$ cat config.mk
export PLATFORM = sky130hd
export DESIGN_NAME = vregs_wb_sched
export DESIGN_NICKNAME = d
export VERILOG_FILES = /design/src/rtl/vregs_wb_sched.sv
export SDC_FILE = /design/constraint.sdc
export NUM_CORES = 1
export LEC_CHECK = 0
export BUFFER_PORTS_ARGS = -buffer_cell sky130_fd_sc_hd__buf_2
export CAP_MARGIN = 20
export CELL_PAD_IN_SITES_DETAIL_PLACEMENT = 1
export CELL_PAD_IN_SITES_GLOBAL_PLACEMENT = 1
export CORE_AREA = 5 5 425 427
export DETAILED_ROUTE_END_ITERATION = 6
export DIE_AREA = 0 0 430 432
export PLACE_DENSITY_LB_ADDON = 0.1
export SLEW_MARGIN = 40
export SYNTH_ARGS = -nofsm -noshare
export SYNTH_HDL_FRONTEND = slang
export SYNTH_SLANG_ARGS = --single-unit
$ cat constraint.sdc
create_clock -name clk -period 3.4 [get_ports clk]
set_input_delay 0.17 -clock clk [delete_from_list [all_inputs] [get_ports clk]]
set_output_delay 0.17 -clock clk [all_outputs]
set_load 0.01 [all_outputs]
$ cat src/rtl/vregs_wb_sched.sv
// rtl/vregs_wb_sched.sv - round-robin write-back scheduler with pending-write scoreboard
module vregs_wb_sched #(
    parameter int NREQ = 3
) (
    input  logic         clk,
    input  logic         rst,
    input  logic         res_valid,
    input  logic [3:0]   res_addr,
    output logic         res_ready,
    input  logic [3:0]   q_addr0,
    input  logic [3:0]   q_addr1,
    output logic         q_busy0,
    output logic         q_busy1,
    input  logic [2:0]   req_valid,
    input  logic [11:0]  req_addr,
    input  logic [11:0]  req_len,
    input  logic [767:0] req_data,
    output logic [2:0]   req_ready,
    output logic         wEn,
    output logic [3:0]   wAddr,
    output logic [3:0]   wLen,
    output logic [255:0] wData,
    output logic [15:0]  busy
);

    logic [1:0]  ptr;
    logic [1:0]  ptrNext;
    logic [2:0]  grant;
    logic [1:0]  gIdx;
    logic        anyGrant;
    logic [15:0] busyNext;
    int          idx;

    // Scan ptr, ptr+1, ptr+2 (mod 3); first valid requester wins.
    always_comb begin
        grant = '0;
        gIdx  = '0;
        idx   = 0;
        for (int k = 0; k < NREQ; k++) begin
            idx = int'(ptr) + k;
            if (idx >= NREQ) idx = idx - NREQ;
            if (grant == 3'b000 && req_valid[idx]) begin
                grant[idx] = 1'b1;
                gIdx       = 2'(idx);
            end
        end
    end

    assign anyGrant  = |grant;
    assign req_ready = grant;
    assign ptrNext   = (gIdx == 2'd2) ? 2'd0 : gIdx + 2'd1;

    assign res_ready = res_valid & ~busy[res_addr];
    assign q_busy0   = busy[q_addr0];
    assign q_busy1   = busy[q_addr1];

    // Commit clear first, then reservation set: an accepted reservation always sticks.
    always_comb begin
        busyNext = busy;
        if (wEn) busyNext[wAddr] = 1'b0;
        if (res_ready) busyNext[res_addr] = 1'b1;
    end

    always_ff @(posedge clk) begin
        if (rst) begin
            ptr   <= 2'd0;
            wEn   <= 1'b0;
            wAddr <= 4'd0;
            wLen  <= 4'd0;
            wData <= '0;
            busy  <= 16'h0000;
        end else begin
            busy <= busyNext;
            wEn  <= anyGrant;
            if (anyGrant) begin
                ptr   <= ptrNext;
                wAddr <= req_addr[4*gIdx +: 4];
                wLen  <= req_len[4*gIdx +: 4];
                wData <= req_data[256*gIdx +: 256];
            end
        end
    end

endmodule

==> impl_metrics.yaml, run 1 <==
synth:
  syn-num-nets: 3816
  netlist_top_cells_area: "dfxtp_1, a32oi_1, a311oi_1"
  yosysUniqueCellTypes: 53
  synth-seq-cells: 283
  syn_avg_cell_area_um2: 7.26
  ys_seq_area_frac: 0.260
  syn_area_um2: 21800
  async_reset_ff_frac: 0
  yosys.area.top_type: "dfxtp_1"
  ys.flop_type: "dfxtp_1"
  synth_top_area_share: 0.260
  syn_inst: 3002
  synth_edf_count: 0
  ys_warn_count: 0
critical_path:
  slowest_delay_ns: 0.60
  worstPathArrival_ns: 3.84
  cpMaxStageDelayCell: "dlygate4sd3_1"
  rrSetupSlack_ns: 0.09
  worst-path-stages: 11
  reg2reg_depth: 11
  crit_start: "ptr[1]"
  endpoint: "wData[193]"
  cp_max_fo: 36
  crit_type: "flop to flop"
  cp-end-kind: "flop"
  worst-path-buf-inv: 4
  crit_required_ns: 3.93
  r2r_start: "ptr[1]"
  crit_path_start_kind: "flop"
  cpLargestDelayFamily: "buffers and inverters"
  r2r_end: "wData[193]"
  path_cells: "inv_1 > ha_4 > mux2_2 > a21oi_2 > o21a_4 > buf_12 > buf_4 > a22oi_1 > a311oi_1 > dlygate4sd3_1 > o21ai_1"
clock_network:
  root_buffer: "clkbuf_16"
  cts_buffer_depth: 3
  path_clk_slew_ns: 0.07
  clock_latency_ns: 0.66
  cts.sink_count: 283
  htree_levels: 2
  cts_made_buffers: 46
  cts_tree: "yes"
run:
  max-cap-violations: 0
timing:
  post-route-period-util: 0.973
  timing.hold.ws_ns: 0.0683
  finalMaxSlewViolations: 0
  finalClockSkew_ns: 0.0317
  rsz0062_at_grt: "no"
  fin_crit_ns: 3.31
  worstMarginPinSlew_ns: 1.09
  fmax_mhz: 302
  setup-violations-final: 0
  worst_slack_ns: 0.0905
  hold_viol: 0
  relSlewSlack: 0.270
  setup_tns_ns: 0
route:
  wl_per_cell_um: 28.2
  totalWireLength_mm: 200
  dr.pass1.iters: 5
  via_per_inst: 4.79
  drt_iter0_markers: 2049
  route.antenna.remaining_nets: 0
  vias: 34000
  drc: 0
grt:
  grt_pass1_vias: 36200
  grt_max_degree: 143
  grt_pass1_wl_mm: 281
  grt_overflow: 0
  track_usage: 0.202
  antenna_found_initial: 63
power:
  power_density_nw_per_um2: 934
  p_leak_nw: 16.1
  power_mw: 37.8
  peakVddDrop_mv: 0.721
floorplan:
  io_pins: 1097
  die_area_um2: 186000
  dieWidth_um: 430
  floorplan.initialDensity: 0.124
  rows: 154
  die-height_um: 432
  core_area_um2: 176000
final_layout:
  final_layout_size_suffix_gt1_frac: 0.309
  finalNetCount: 5497
  instances_no_fill: 7105
  area.growth.synth_to_final_pct: 85.9
  post-route-util: 0.230
  stdcell_area_um2: 40500
  fillCellCount: 21100
  multi_input_area_um2: 14300
  seqCellArea_um2: 5670
placement:
  place.gp.congestion: 0.799
  place_inst: 6214
  hpwl_mm: 145
  dpl-instance-area_um2: 30900
  portBuffers: 1096
  preCtsSetupSlack_ns: 0.196
min_path:
  whs_path_depth: 5
  min_path_type: "input port to flop"
status:
  status: "finished, final reports clean"
cell usage after synthesis, types with 3 or more instances:
master,count
a32oi_1,265
buf_6,22
nor2b_1,8
nand2b_1,10
nor3_1,267
buf_4,11
a311oi_1,264
o21ai_0,282
nand3_1,271
buf_2,51
nand3b_1,3
buf_1,19
o211ai_1,8
a211oi_1,3
o21a_1,4
nand2_1,284
a22oi_1,264
clkbuf_1,347
nor2_1,6
inv_1,4
nor3b_1,4
dfxtp_1,283
a32o_1,6
mux4_2,15
o21ai_1,260
ha_1,4
layer usage:
layer  GRT usage  share of wire  vias to the layer above
li1            -              -                    15500
met1       0.251           0.43                    17300
met2       0.359           0.50                     1017
met3      0.0326          0.043                      214
met4      0.0541          0.026                        8
met5           0        0.00021                        -
cell type report:
type,instances,area share
flip-flops and latches,283,0.140
clock buffers,63,0.0340
diodes,44,0.00272
repair buffers,2083,0.390
multi-input cells,2263,0.353
well taps,2340,0.0723
inverters,6,0.00105
clock inverters,23,0.00701
power breakdown:
group          total [mW]  switching (mW)  internal (mW)
clock                5.42            2.13           3.29
combinational        27.1            17.4           9.66
sequential           5.34           0.856           4.49
total                37.8            20.4           17.4
worst min path at each step:
stage | startpoint | endpoint | slack [ns]
final | req_data[605] | wData[93] | 0.07
after global routing | req_data[615] | wData[103] | 0.05
after CTS | req_data[615] | wData[103] | 0.0006
after detailed placement | req_data[289] | wData[33] | 0.42
after global placement | req_data[423] | wData[167] | 0.41
after floorplan | rst | ptr[1] | 0.24
cells by family (layout without fill, tap and decap cells):
family | count (synthesis) | count (layout) | share of synthesized area
compound gates | 1381 | 1381 | 0.446
simple gates | 860 | 860 | 0.184
buf+inv | 456 | 2175 | 0.0910
flops | 283 | 283 | 0.260
mux | 18 | 18 | 0.0169
fa+ha+maj | 4 | 4 | 0.00230
other cells | 0 | 44 | 0
cell usage in the layout (no fill, tap or decap), drive strengths merged, types with 2 or more instances in the layout:
cell type    netlist  routed
clkinv             1      14
dfxtp            283     283
and3b              2       2
nor3b              4       4
nand2            284     284
a21bo              3       3
a32o               6       6
mux4              15      15
diode              0      44
a21boi             2       2
a41o               2       2
ha                 4       4
o21ai            543     543
mux2i              2       2
or2                2       2
nor2               7       7
clkbuf           347      66
o22ai              2       2
nor2b              8       8
o21a               4       4
buf              103    1330
a221o              2       2
a21oi              3       3
nand2b            10      10
dlygate4sd3        0     749
o311ai             2       2
nand3b             3       3
o211ai             8       8
a311oi           265     265
bufinv             0       6
a31oi              2       2
nand3            271     271
inv                5       6
a32oi            265     265
a211oi             3       3
nor3             267     267
a21o               2       2
a22oi            264     264
clkinvlp           0       3
flip-flops by register name (all words and copies together) (netlist names):
signal and cells:
wAddr 4, wLen 4, wData 256, ptr 2, wEn 1, busy 16
worst register-to-register path, delay by kind of cell (launching register included):
kind	cells	cell delay, ns
flip-flops	1	0.36
buffers and inverters	4	1.30
multiplexers	1	0.37
adder cells (fa/ha/maj)	1	0.23
AO/OA/AOI/OAI	5	0.94
repair_timing:
action	4_1_cts	5_1_grt
resized for setup	2	16
pin swaps	1	3
gates cloned	1	3
setup buffers	1	6
endpoints found under the setup margin	2	43
hold buffers	749	0
endpoints found under the hold margin	281	0
(Power assumes the default switching activity.)
==> run 2: changes to the inputs <==
CTS_BUF_LIST = sky130_fd_sc_hd__clkbuf_16   (was default)
==> impl_metrics.yaml, run 2 (same netlist as run 1, synthesis figures left out) <==
status:
  status: "finished, final reports clean"
floorplan:
  floorplan.initialDensity: 0.124
  die-height_um: 432
  io_pins: 1097
  rows: 154
  die_area_um2: 186000
  core_area_um2: 176000
  dieWidth_um: 430
final_layout:
  top_register: "wData"
  area.growth.synth_to_final_pct: 85.5
  finalNetCount: 5498
  final_layout_size_suffix_gt1_frac: 0.307
  post-route-util: 0.230
  fillCellCount: 21100
  seqCellArea_um2: 5670
  reg_top3: "wData: 256 flops, busy: 16 flops"
  final_common_cell: "buf_2"
  stdcell_area_um2: 40400
  final_cell_mix: "buf_2, dlygate4sd3_1, nand2_1, dfxtp_1, o21ai_0"
  largest_reg_flops: 256
  multi_input_area_um2: 14300
clock_network:
  clock_latency_ns: 0.66
  path_clk_slew_ns: 0.07
  cts.sink_count: 283
  htree_levels: 2
  root_buffer: "clkbuf_16"
  cts_tree: "yes"
  cts_made_buffers: 46
  cts_buffer_depth: 3
timing:
  worst_slack_ns: 0.102
  post-route-period-util: 0.970
  timing.hold.ws_ns: 0.0752
  relSlewSlack: 0.278
  worstMarginPinSlew_ns: 1.08
  finalMaxSlewViolations: 0
  fin_crit_ns: 3.30
  hold_viol: 0
  setup-violations-final: 0
  rsz0062_at_grt: "no"
  setup_tns_ns: 0
  fmax_mhz: 303
  finalClockSkew_ns: 0.0283
grt:
  grt_pass1_vias: 36200
  track_usage: 0.202
  grt_overflow: 0
  grt_max_degree: 143
  antenna_found_initial: 62
  grt_pass1_wl_mm: 281
power:
  peakVddDrop_mv: 0.715
  power_density_nw_per_um2: 930
  p_leak_nw: 16.0
critical_path:
  cp_max_fo: 36
  worst-path-buf-inv: 4
  worstPathArrival_ns: 3.82
  r2r_start: "ptr[1]"
  slowest_delay_ns: 0.59
  reg2reg_depth: 11
  crit_type: "flop to flop"
  rrSetupSlack_ns: 0.10
  cp-end-kind: "flop"
  cpMaxStageDelayCell: "dlygate4sd3_1"
  path_cells: "inv_1 > ha_4 > mux2_2 > a21oi_2 > o21a_4 > buf_12 > buf_4 > a22oi_1 > a311oi_1 > dlygate4sd3_1 > o21ai_1"
  r2r_end: "wData[193]"
  crit_path_start_kind: "flop"
  cpLargestDelayFamily: "buffers and inverters"
  crit_required_ns: 3.92
  crit_start: "ptr[1]"
route:
  dr.pass1.iters: 5
  drc: 0
  route.antenna.remaining_nets: 0
  totalWireLength_mm: 200
  drt_iter0_markers: 2117
  via_per_inst: 4.79
  wl_per_cell_um: 28.2
  vias: 34100
placement:
  place.gp.congestion: 0.799
  hpwl_mm: 145
  portBuffers: 1096
  preCtsSetupSlack_ns: 0.196
  dpl-instance-area_um2: 30900
min_path:
  hp-start: "req_data[605]"
  min_path_type: "input port to flop"
  hold_end: "wData[93]"
  whs_path_depth: 5
run:
  max-cap-violations: 0
[run 2: changes by cell type in the layout (fill, tap and decap cells not counted)]
cell,change
dlygate4sd3_1,+1
diode_2,+1
inv_1,+4
clkbuf_1,-4
clkinv_1,+10
clkbuf_8,-10
[run 2: metal layers]
| layer | share of wire | track usage | vias to the layer above |
|---|---|---|---|
| met4 | 0.028 | 0.0547 | 6 |
| met3 | 0.044 | 0.0314 | 226 |
| met1 | 0.43 | 0.252 | 17300 |
| li1 | - | - | 15500 |
| met5 | 0.00017 | 0 | - |
| met2 | 0.50 | 0.359 | 1060 |
[run 2: what timing repair did]
action	CTS	global route
buffers inserted	1	6
hold buffers	750	0
setup endpoints to repair	2	44
pin swaps	1	3
gates cloned	1	3
endpoints found under the hold margin	281	0
gates resized for setup	2	16
[run 2: final cells by class]
class                      count  share of cell area
inverter                       6             0.00105
sequential                   283               0.140
tap                         2340              0.0724
clock buffer                  49              0.0303
clock inverter                37             0.00833
timing repair buffer        2084               0.391
multi-input combinational   2263               0.354
antenna                       45             0.00279
[run 2: worst max-delay path by stage]
stage                 endpoint  slack, ns  depth (start not counted)
detailed placement   wData[61]       0.20                         10
global placement     wData[61]       0.20                         10
finish              wData[193]       0.10                         11
floorplan            wData[54]       0.95                         11
global route        wData[148]      0.006                         11
CTS                 wData[251]       0.03                         12
[run 2: power breakdown]
part	total [mW]	switching, mW	internal [mW]
clock	5.17	2.13	3.05
combinational	27.1	17.4	9.66
sequential	5.35	0.860	4.49
[run 2: through the flow]
| stage | total power [mW] | cells |
|---|---|---|
| floorplan | 18.5 | 3002 |
| global placement | 30.9 | 6213 |
| detailed placement | 30.9 | 6214 |
| CTS | 37.7 | 7052 |
| global route | 40.0 | 7093 |
| finish | 37.6 | 7107 |
[run 2: worst reg2reg max path, cell delays in order (launching register included)]
cell and delay, ns:
dfxtp_1 0.36, inv_1 0.15, ha_4 0.23, mux2_2 0.37
a21oi_2 0.26, o21a_4 0.22, buf_12 0.24, buf_4 0.30
a22oi_1 0.11, a311oi_1 0.29, dlygate4sd3_1 0.59, o21ai_1 0.06
==> run 3: changes to the inputs <==
RECOVER_POWER = 100   (was default)
==> impl_metrics.yaml, run 3 (same netlist as run 1, synthesis figures left out) <==
route:
  totalWireLength_mm: 200
  via_per_inst: 4.81
  wl_per_cell_um: 28.2
  drt_iter0_markers: 2096
  dr.pass1.iters: 5
  drc: 0
  vias: 34200
  route.antenna.remaining_nets: 0
final_layout:
  fillCellCount: 21200
  multi_input_area_um2: 14300
  top_register: "wData"
  finalNetCount: 5498
  final_common_cell: "buf_2"
  area.growth.synth_to_final_pct: 83.3
  reg_top3: "wData: 256 flops, busy: 16 flops"
  stdcell_area_um2: 39900
  final_cell_mix: "buf_2, dlygate4sd3_1, o21ai_0, clkbuf_1, nand2_1"
  seqCellArea_um2: 5670
  final_layout_size_suffix_gt1_frac: 0.245
  largest_reg_flops: 256
  instances_no_fill: 7106
placement:
  hpwl_mm: 145
  dpl-instance-area_um2: 30900
  place_inst: 6214
  portBuffers: 1096
  place.gp.congestion: 0.799
timing:
  setup_tns_ns: 0
  hold_viol: 0
  finalClockSkew_ns: 0.0282
  worstMarginPinSlew_ns: 1.09
  post-route-period-util: 0.982
  relSlewSlack: 0.275
  fin_crit_ns: 3.34
  rsz0062_at_grt: "no"
  finalMaxSlewViolations: 0
  fmax_mhz: 299
  setup-violations-final: 0
  timing.hold.ws_ns: 0.0610
clock_network:
  cts_buffer_depth: 3
  htree_levels: 2
  root_buffer: "clkbuf_16"
  cts.sink_count: 283
  path_clk_slew_ns: 0.07
  cts_made_buffers: 46
  cts_tree: "yes"
  clock_latency_ns: 0.65
floorplan:
  die_area_um2: 186000
  floorplan.initialDensity: 0.124
  core_area_um2: 176000
  dieWidth_um: 430
  die-height_um: 432
  rows: 154
  io_pins: 1097
grt:
  track_usage: 0.202
  grtUsageMet2: 0.359
  met1_usage: 0.252
  grt_pass1_wl_mm: 281
  grt_pass1_vias: 36200
  grt_busiest_layer: "met2"
  grt_max_degree: 143
  grt_overflow: 0
  grt_use_met3: 0.0314
  antenna_found_initial: 64
power:
  p_sw_mw: 20.3
  comb_power_share: 0.714
  seqPwrFrac: 0.146
  clkPwrFrac: 0.140
  intPower_mw: 16.6
  swShare: 0.549
  peakVddDrop_mv: 0.715
  p_leak_nw: 14.9
  power_mw: 36.9
  power_density_nw_per_um2: 925
critical_path:
  crit_path_start_kind: "flop"
  worstPathArrival_ns: 3.85
  cp-end-kind: "flop"
  cp_max_fo: 36
  crit_type: "flop to flop"
  crit_required_ns: 3.91
run:
  max-cap-violations: 0
status:
  status: "finished, final reports clean"
min_path:
  min_path_type: "input port to flop"
## run 3: cell count changes in the layout (fill, tap and decap cells not counted), sizes merged
cell,previous run,this run
clkbuf,52,346
buf,1330,1036
diode,45,44
## run 3: layout make-up
class                      instances  area share
sequential                       283       0.142
clock buffer                      49      0.0307
timing repair buffer            2084       0.384
tap                             2340      0.0733
inverter                           6     0.00107
clock inverter                    37     0.00843
multi-input combinational       2263       0.358
antenna                           44     0.00276
## run 3: power groups by stage
stage | Combinational [mW] | Sequential (mW) | Clock, mW
after floorplan | 13.0 | 5.51 | 0
after global placement | 25.4 | 5.44 | 0
after detailed placement | 25.6 | 5.39 | 0
after CTS | 27.0 | 5.34 | 5.42
after global routing | 28.4 | 5.46 | 5.50
final | 26.4 | 5.38 | 5.18
## run 3: critical path, cell delays in order, from the launching register on
cell and delay (ns):
dfxtp_1 0.36, inv_1 0.15, ha_4 0.23, mux2_2 0.37, a21oi_2 0.26, o21a_4 0.22
buf_12 0.24, buf_4 0.25, a22oi_1 0.10, a311oi_1 0.31, dlygate4sd3_1 0.60, o21ai_1 0.05
## run 3: routing by layer
metal / wire, um / vias to the layer above
li1: - / 15500
met1: 85200 / 17400
met2: 100000 / 1077
met3: 9090 / 238
met4: 5910 / 8
met5: 43 / -
## run 3: through the flow
stage | setup slack, ns | utilization
global placement | 0.199 | 0.176
CTS | 0.0330 | 0.228
floorplan | 0.950 | -
detailed placement | 0.196 | 0.176
global route | 0.00416 | 0.227
finish | 0.0610 | 0.227
## run 3: worst paths after layout
kind	slack, ns	end	depth (start not counted)	startpoint
worst min register to register	0.47	wData[211]	2	wData[211]
worst max register to register	0.06	wData[193]	11	ptr[1]
worst max-delay path	0.06	wData[193]	11	ptr[1]
worst min-delay path	0.06	wData[93]	5	req_data[605]
## run 3: timing repair
item / CTS / global route
endpoints found under the hold margin: 281 / 0
gates cloned: 1 / 3
endpoints found under the setup margin: 2 / 44
pin swaps: 1 / 3
buffers inserted: 1 / 6
hold buffers: 750 / 0
resized for setup: 2 / 16
